`src/rtl/universal_register.sv`:
```
// universal_register: DATA_WIDTH-bit register with clear, load, increment,
// decrement and multi-bit shift/rotate executed one bit per cycle behind a
// valid/ready command handshake. Retirement of each command is signalled by
// a one-cycle done pulse; carry and zero are exported as status.
//
// Build option: define UNIVERSAL_REGISTER_SAT_EN to make INC/DEC saturate at
// all-ones / zero instead of wrapping (carry is still set at the limit).
module universal_register #(
    parameter int DATA_WIDTH = 16,
    parameter int AMT_W      = 4
) (
    input  logic                  clk,
    input  logic                  rst_n,
    input  logic                  cmd_valid,
    output logic                  cmd_ready,
    input  logic [2:0]            cmd_op,
    input  logic [AMT_W-1:0]      cmd_amt,
    input  logic                  cmd_sin,
    input  logic [DATA_WIDTH-1:0] cmd_data,
    output logic [DATA_WIDTH-1:0] out,
    output logic                  carry,
    output logic                  zero,
    output logic                  busy,
    output logic                  done
);

    typedef enum logic {
        IDLE  = 1'b0,
        SHIFT = 1'b1
    } state_t;

    localparam logic [2:0] OP_NOP = 3'd0;
    localparam logic [2:0] OP_CLR = 3'd1;
    localparam logic [2:0] OP_LD  = 3'd2;
    localparam logic [2:0] OP_INC = 3'd3;
    localparam logic [2:0] OP_DEC = 3'd4;
    localparam logic [2:0] OP_SHR = 3'd5;
    localparam logic [2:0] OP_SHL = 3'd6;

    state_t                state_reg, state_next;
    logic [DATA_WIDTH-1:0] out_reg, out_next;
    logic                  carry_reg, carry_next;
    logic                  done_reg, done_next;
    logic [AMT_W-1:0]      cnt_reg, cnt_next;
    logic [2:0]            op_reg, op_next;
    logic                  sin_reg, sin_next;

    assign out       = out_reg;
    assign carry     = carry_reg;
    assign done      = done_reg;
    assign zero      = (out_reg == '0);
    assign cmd_ready = (state_reg == IDLE);
    assign busy      = (state_reg == SHIFT);

    // State and datapath registers; reset clears everything, including mid-shift.
    always_ff @(posedge clk or negedge rst_n) begin
        if (!rst_n) begin
            state_reg <= IDLE;
            out_reg   <= '0;
            carry_reg <= 1'b0;
            done_reg  <= 1'b0;
            cnt_reg   <= '0;
            op_reg    <= OP_NOP;
            sin_reg   <= 1'b0;
        end else begin
            state_reg <= state_next;
            out_reg   <= out_next;
            carry_reg <= carry_next;
            done_reg  <= done_next;
            cnt_reg   <= cnt_next;
            op_reg    <= op_next;
            sin_reg   <= sin_next;
        end
    end

    // Next-state logic: single-cycle ops retire on acceptance, shifts step once per cycle.
    always_comb begin
        state_next = state_reg;
        out_next   = out_reg;
        carry_next = carry_reg;
        done_next  = 1'b0;
        cnt_next   = cnt_reg;
        op_next    = op_reg;
        sin_next   = sin_reg;

        case (state_reg)
            IDLE: begin
                if (cmd_valid) begin
                    case (cmd_op)
                        OP_NOP: begin
                            done_next = 1'b1;
                        end
                        OP_CLR: begin
                            out_next   = '0;
                            carry_next = 1'b0;
                            done_next  = 1'b1;
                        end
                        OP_LD: begin
                            out_next   = cmd_data;
                            carry_next = 1'b0;
                            done_next  = 1'b1;
                        end
                        OP_INC: begin
                            if (&out_reg) begin
`ifdef UNIVERSAL_REGISTER_SAT_EN
                                out_next = out_reg;
`else
                                out_next = '0;
`endif
                                carry_next = 1'b1;
                            end else begin
                                out_next   = out_reg + DATA_WIDTH'(1);
                                carry_next = 1'b0;
                            end
                            done_next = 1'b1;
                        end
                        OP_DEC: begin
                            if (out_reg == '0) begin
`ifdef UNIVERSAL_REGISTER_SAT_EN
                                out_next = out_reg;
`else
                                out_next = '1;
`endif
                                carry_next = 1'b1;
                            end else begin
                                out_next   = out_reg - DATA_WIDTH'(1);
                                carry_next = 1'b0;
                            end
                            done_next = 1'b1;
                        end
                        default: begin
                            // SHR/SHL/ROR: a zero count retires immediately with no change
                            if (cmd_amt == '0) begin
                                done_next = 1'b1;
                            end else begin
                                op_next    = cmd_op;
                                sin_next   = cmd_sin;
                                cnt_next   = cmd_amt;
                                state_next = SHIFT;
                            end
                        end
                    endcase
                end
            end
            SHIFT: begin
                case (op_reg)
                    OP_SHR: begin
                        out_next   = {sin_reg, out_reg[DATA_WIDTH-1:1]};
                        carry_next = out_reg[0];
                    end
                    OP_SHL: begin
                        out_next   = {out_reg[DATA_WIDTH-2:0], sin_reg};
                        carry_next = out_reg[DATA_WIDTH-1];
                    end
                    default: begin
                        // ROR: bit 0 wraps into the MSB
                        out_next   = {out_reg[0], out_reg[DATA_WIDTH-1:1]};
                        carry_next = out_reg[0];
                    end
                endcase
                cnt_next = cnt_reg - AMT_W'(1);
                if (cnt_reg == AMT_W'(1)) begin
                    state_next = IDLE;
                    done_next  = 1'b1;
                end
            end
            default: begin
                state_next = IDLE;
            end
        endcase
    end

endmodule

```
`config.mk`:
```
export PLATFORM = sky130hd
export DESIGN_NAME = universal_register
export DESIGN_NICKNAME = d
export VERILOG_FILES = /design/src/rtl/universal_register.sv
export SDC_FILE = /design/constraint.sdc
export NUM_CORES = 1
export LEC_CHECK = 0
export ABC_CLOCK_PERIOD_IN_PS = 2550
export CELL_PAD_IN_SITES_DETAIL_PLACEMENT = 0
export CELL_PAD_IN_SITES_GLOBAL_PLACEMENT = 2
export CORE_UTILIZATION = 32
export CTS_BUF_LIST = sky130_fd_sc_hd__clkbuf_8
export DETAILED_ROUTE_END_ITERATION = 10
export GPL_ROUTABILITY_DRIVEN = 0
export PLACE_DENSITY_LB_ADDON = 0.1
export SYNTH_ARGS = -nofsm -noshare
export SYNTH_HDL_FRONTEND = slang
export SYNTH_SLANG_ARGS = --single-unit
```
`constraint.sdc`:
```
create_clock -name clk -period 2.55 [get_ports clk]
set_input_delay 0.51 -clock clk [delete_from_list [all_inputs] [get_ports clk]]
set_output_delay 0.51 -clock clk [all_outputs]
set_load 0.01 [all_outputs]
```
; Word-level counts from Yosys, hierarchy flattened
; Index checks and enable logic that the tools add are counted.
[totals]
inputBits = 27
output_inout_bits = 21
reg_bits = 27
elab_cells = 61
[op_classes]
reduce_logical = 10
muxes = 26
addsub = 3
n_eq_ne = 12
n_bitwise = 3
[op_table]
columns = operator, n
row1 = $pmux 16 s2, 2
row2 = $pmux 16 s4, 1
row3 = $mux 16, 3
row4 = $add 16x1->16 const B, 1
row5 = $logic_not 16->1, 1
row6 = $reduce_and 16->1, 1
row7 = $sub 16x1->16 const B, 1
row8 = $mux 1, 12
row9 = $mux 4, 3
row10 = $eq 3x3->1 const B, 3
row11 = $pmux 4 s2, 1
row12 = $eq 3x2->1 const B, 2
row13 = $ne 2x2->1 const B, 3
row14 = $pmux 1 s2, 3
row15 = $ne 5x1->1 const B, 1
row16 = $reduce_or 5->1, 1
row17 = $eq 4x1->1 const B, 1
row18 = $logic_not 4->1, 1
row19 = $ne 4x2->1 const B, 1
row20 = $reduce_and 2->1, 2
row21 = $reduce_and 4->1, 1
row22 = $sub 4x1->4 const B, 1
row23 = $eq 3x1->1 const B, 1
row24 = $logic_not 3->1, 1
row25 = 4 further kinds, 6

; Logic depth before layout (Yosys ltp)
[logic_depth]
ltp_word = 5
mapped_depth = 8
mapped_depth_nobuf = 7

; Least setup slack after synthesis
; Ideal clock, no wire load.
[synth_timing]
path_kind = register to register
from = register out_reg[0], in the netlist out[0]
to = register out_reg[10], in the netlist out[10]
period_less_slack_ps = 2308
stages_incl_launch_ff = 9
setup_ps = 96
slack_ps = 242
t_arrival_ps = 2212
t_required_ps = 2454
path_buffers = 1
cell_sequence = dfrtp_1 > clkbuf_1 > inv_1 > ha_1 > or3b_2 > or4_1 > a21oi_1 > nor4_1 > o31ai_1
[synth_via]
elab_chain_len = 5
word_cells_on_any_way = 9
classes_between = 2 x add/sub / 5 x mux / 2 x reduce/logical
[synth_rtl]
columns = item, line_no
row1 = start: declaration, 41  ; logic [DATA_WIDTH-1:0] out_reg, out_next;
row2 = start signal: assignment, 67  ; out_reg <= out_next;
row3 = "$sub 16x1->16, or another cell as far along", 126  ; out_next = out_reg - DATA_WIDTH'(1);
row4 = "$mux 16, on equally long branches", "118, 104"
row5 = $pmux 16 s4 (*), 89  ; case (cmd_op)
row6 = $mux 16 (*), 88  ; if (cmd_valid) begin
row7 = $pmux 16 s2 (*), 86  ; case (state_reg)
; Every way passes the cells marked *; elsewhere a longest branch is shown, timed or not. The select of a mux whose other input is x is not followed.
; A chain may end at the register's enable or synchronous reset.

; Final worst setup path
[layout_timing]
from = register out_reg[0], in the netlist out[0]
to = output zero
[layout_via]
elab_chain_len = 1
[layout_rtl]
columns = item, line_no
row1 = $logic_not 16->1, 51  ; assign zero = (out_reg == '0);
row2 = end: declaration, 22  ; output logic zero,
; No other way between the ends.

==> impl_metrics.yaml <==
setup_path:
  rr_endpoint: "out[10]"
  cp-end-kind: "primary output"
  cpMaxStageDelayCell: "dfrtp_1"
  r2r_cells: 8
  reg2reg_setup_slack_ps: 220
  crit_fanout: 2
  cp_data_required_time_ps: 2040
  start_kind: "flip-flop"
  critPathTopFamily: "buffers and inverters"
  r2r_start: "out[0]"
  cp_slowest_stage_delay_ps: 400
  path_buf_inv: 4
  critPathKind: "reg -> out"
  cp.arrival_ps: 1820
  path_cells: "inv_1 > ha_1 > nor4b_4 > buf_4 > nand4_2 > inv_2 > dlygate4sd2_1"
timing:
  post-route-min-period_ps: 2330
  relSlewSlack: 0.6541
  fin_skew_ps: 2.463
  rsz0062_at_grt: "no"
  slew_viol_final: 0
  fmax_mhz: 429.1
  tightest_slew_ps: 514.1
  min_period_over_period: 0.9139
  setup_viol: 0
  holdWs_ps: 506.4
  hold_viol_final: 0
  fin_tns_setup_ps: 0
clock_tree:
  clock-sinks: 27
  cts_tree: "built"
  cts_hold_buf: 0
  path_clk_slew_ps: 120
  cts_resized: 5
  cts_root_buf: "clkbuf_8"
  post_cts_buffers: 0
  cts_buffer_depth: 2
  htreeDepth: 1
  numCtsBuffers: 3
  clock_latency_ps: 290
synth:
  synth-async-reset-ratio: 1.000
  synth_flop_cell: "dfrtp_1"
  syn-instance-count: 306
  synthesis.nets: 338
  synth_top_area_frac: 0.2610
  syn_area_per_cell_um2: 8.460
  ys_warn_count: 0
  ys_seq_area_frac: 0.2610
  synth_area_leaders: "dfrtp_1 (26%), mux2i_1 (5.4%), nand2_1 (4.8%), xnor2_1 (3.7%), mux2_2 (3.5%)"
  synth_edf_count: 0
  yosysTopAreaCell: "dfrtp_1"
  yosys.cell_types.count: 63
  syn_area_um2: 2589
  synth_seq_cells: 27
die:
  initial_utilization: 0.3333
  die_h_um: 91.95
  die_area_um2: 8454
  die_w_um: 91.95
  core-area_um2: 7767
  ios: 48
  rows: 32
routing:
  drt_drc_violations_left: 0
  drt-total-wl_mm: 8.930
  wl_per_cell_um: 18.88
  vias_per_cell: 5.717
  vias: 2704
  drt_first_pass_iters: 4
  drt_iter0_drc: 145
  antenna_left: 0
final_layout:
  final_cell_mix: "clkdlybuf4s50_1 (46), buf_4 (38), nand2_1 (33), dfrtp_1 (27), o21ai_0 (16)"
  largest_reg_flops: 16
  n_antenna_cell: 0
  area_delta_synth_final_pct: 31.13
  drive_above_1_share: 0.1914
  n_fill_cell: 830
  layout_commonest_cell: "clkdlybuf4s50_1"
  stdcell_count: 473
  nets: 404
global_route:
  grt_start_max_net_pins: 28
  grt_pass1_wl_mm: 14.60
  antenna_found_initial: 0
  grtUsageTotal: 0.2226
  grt_pass1_vias: 2689
  grt_remaining_overflow: 0
flow_run:
  cap_violations: 0
placement:
  dp_cells: 469
  hpwl_mm: 6.504
  io_buffer_count: 47
hold_path:
  hp-start: "carry"
  min_to: "carry"
  hold_path.class: "reg -> reg"
  whs_path_depth: 2
power:
  powerDensity_nw_per_um2: 938.7
  leakage_uw: 0.001464
  peakVddDrop_uv: 493.7
outcome:
  status: "complete, no violations"
-- per-stage QoR --
stage | area (um2) | utilization | total power, uW | setup WS (ps)
CTS | 3395 | 0.4370 | 3190 | 218.7
global placement | 3324 | 0.4280 | 2868 | 152.6
detailed placement | 3324 | 0.4280 | 2867 | 115.0
finish | 3395 | 0.4370 | 3186 | 219.6
global route | 3395 | 0.4370 | 3448 | 100.2
floorplan | 2589 | - | 2099 | 241.9
-- cell type report --
class / count / area, um2 / share of cell area
clock buffers: 3 / 41.29 / 0.01216
multi-input cells: 242 / 1722 / 0.5072
inverters: 12 / 45.04 / 0.01327
repair buffers: 86 / 774.5 / 0.2282
clock inverters: 1 / 8.758 / 0.002580
flip-flops and latches: 27 / 675.6 / 0.1990
well taps: 102 / 127.6 / 0.03760
-- power by group --
group	total, uW	switching, uW	internal [uW]
sequential	743	173	570
combinational	2150	1150	999
clock	297	181	116
total	3190	1500	1690
-- cell usage after synthesis, drive strengths merged, types with 7 or more instances --
library cell and n:
o21ai 16, a21oi 15, nor2 15, mux2 8
nand3 8, o31ai 9, buf 17, nand2 34
xnor2 11, xor2 7, inv 11, clkbuf 8
nor4 8, a221oi 7, mux2i 14, nand4 8
o221ai 8, dfrtp 27
-- logic make-up after synthesis --
group,synth area share
AO/OA/AOI/OAI,0.2354
XOR/XNOR,0.06090
adder cells (fa/ha/maj),0.02417
buffers and inverters,0.08216
flip-flops,0.2610
multiplexers,0.08893
AND/OR/NAND/NOR,0.2475
-- tightest hold or removal path, stage by stage (launching register included) --
cell and delay [ps]:
dfrtp_1 370, nand2_1 50, o21ai_0 60
-- metal layers --
| layer | vias to the layer above | wire length [um] | GRT usage | part of all wire |
|---|---|---|---|---|
| li1 | 1288 | - | - | - |
| met1 | 1321 | 4147 | 0.3114 | 0.46 |
| met2 | 81 | 4173 | 0.3588 | 0.47 |
| met3 | 14 | 434 | 0.03151 | 0.049 |
| met4 | 0 | 174 | 0.05599 | 0.019 |
| met5 | - | 0 | 0 | 0 |
-- how the worst max path moves through the flow --
stage,start,to,slack (ps),depth (start not counted)
floorplan,out[0],out[10],240,8
CTS,out[0],out[10],220,8
global route,out[1],out[10],100,8
finish,out[0],zero,220,7
detailed placement,cmd_op[2],out[11],110,6
global placement,cmd_op[2],out[2],150,8
No activity file was read; power rests on OpenSTA's default activity.
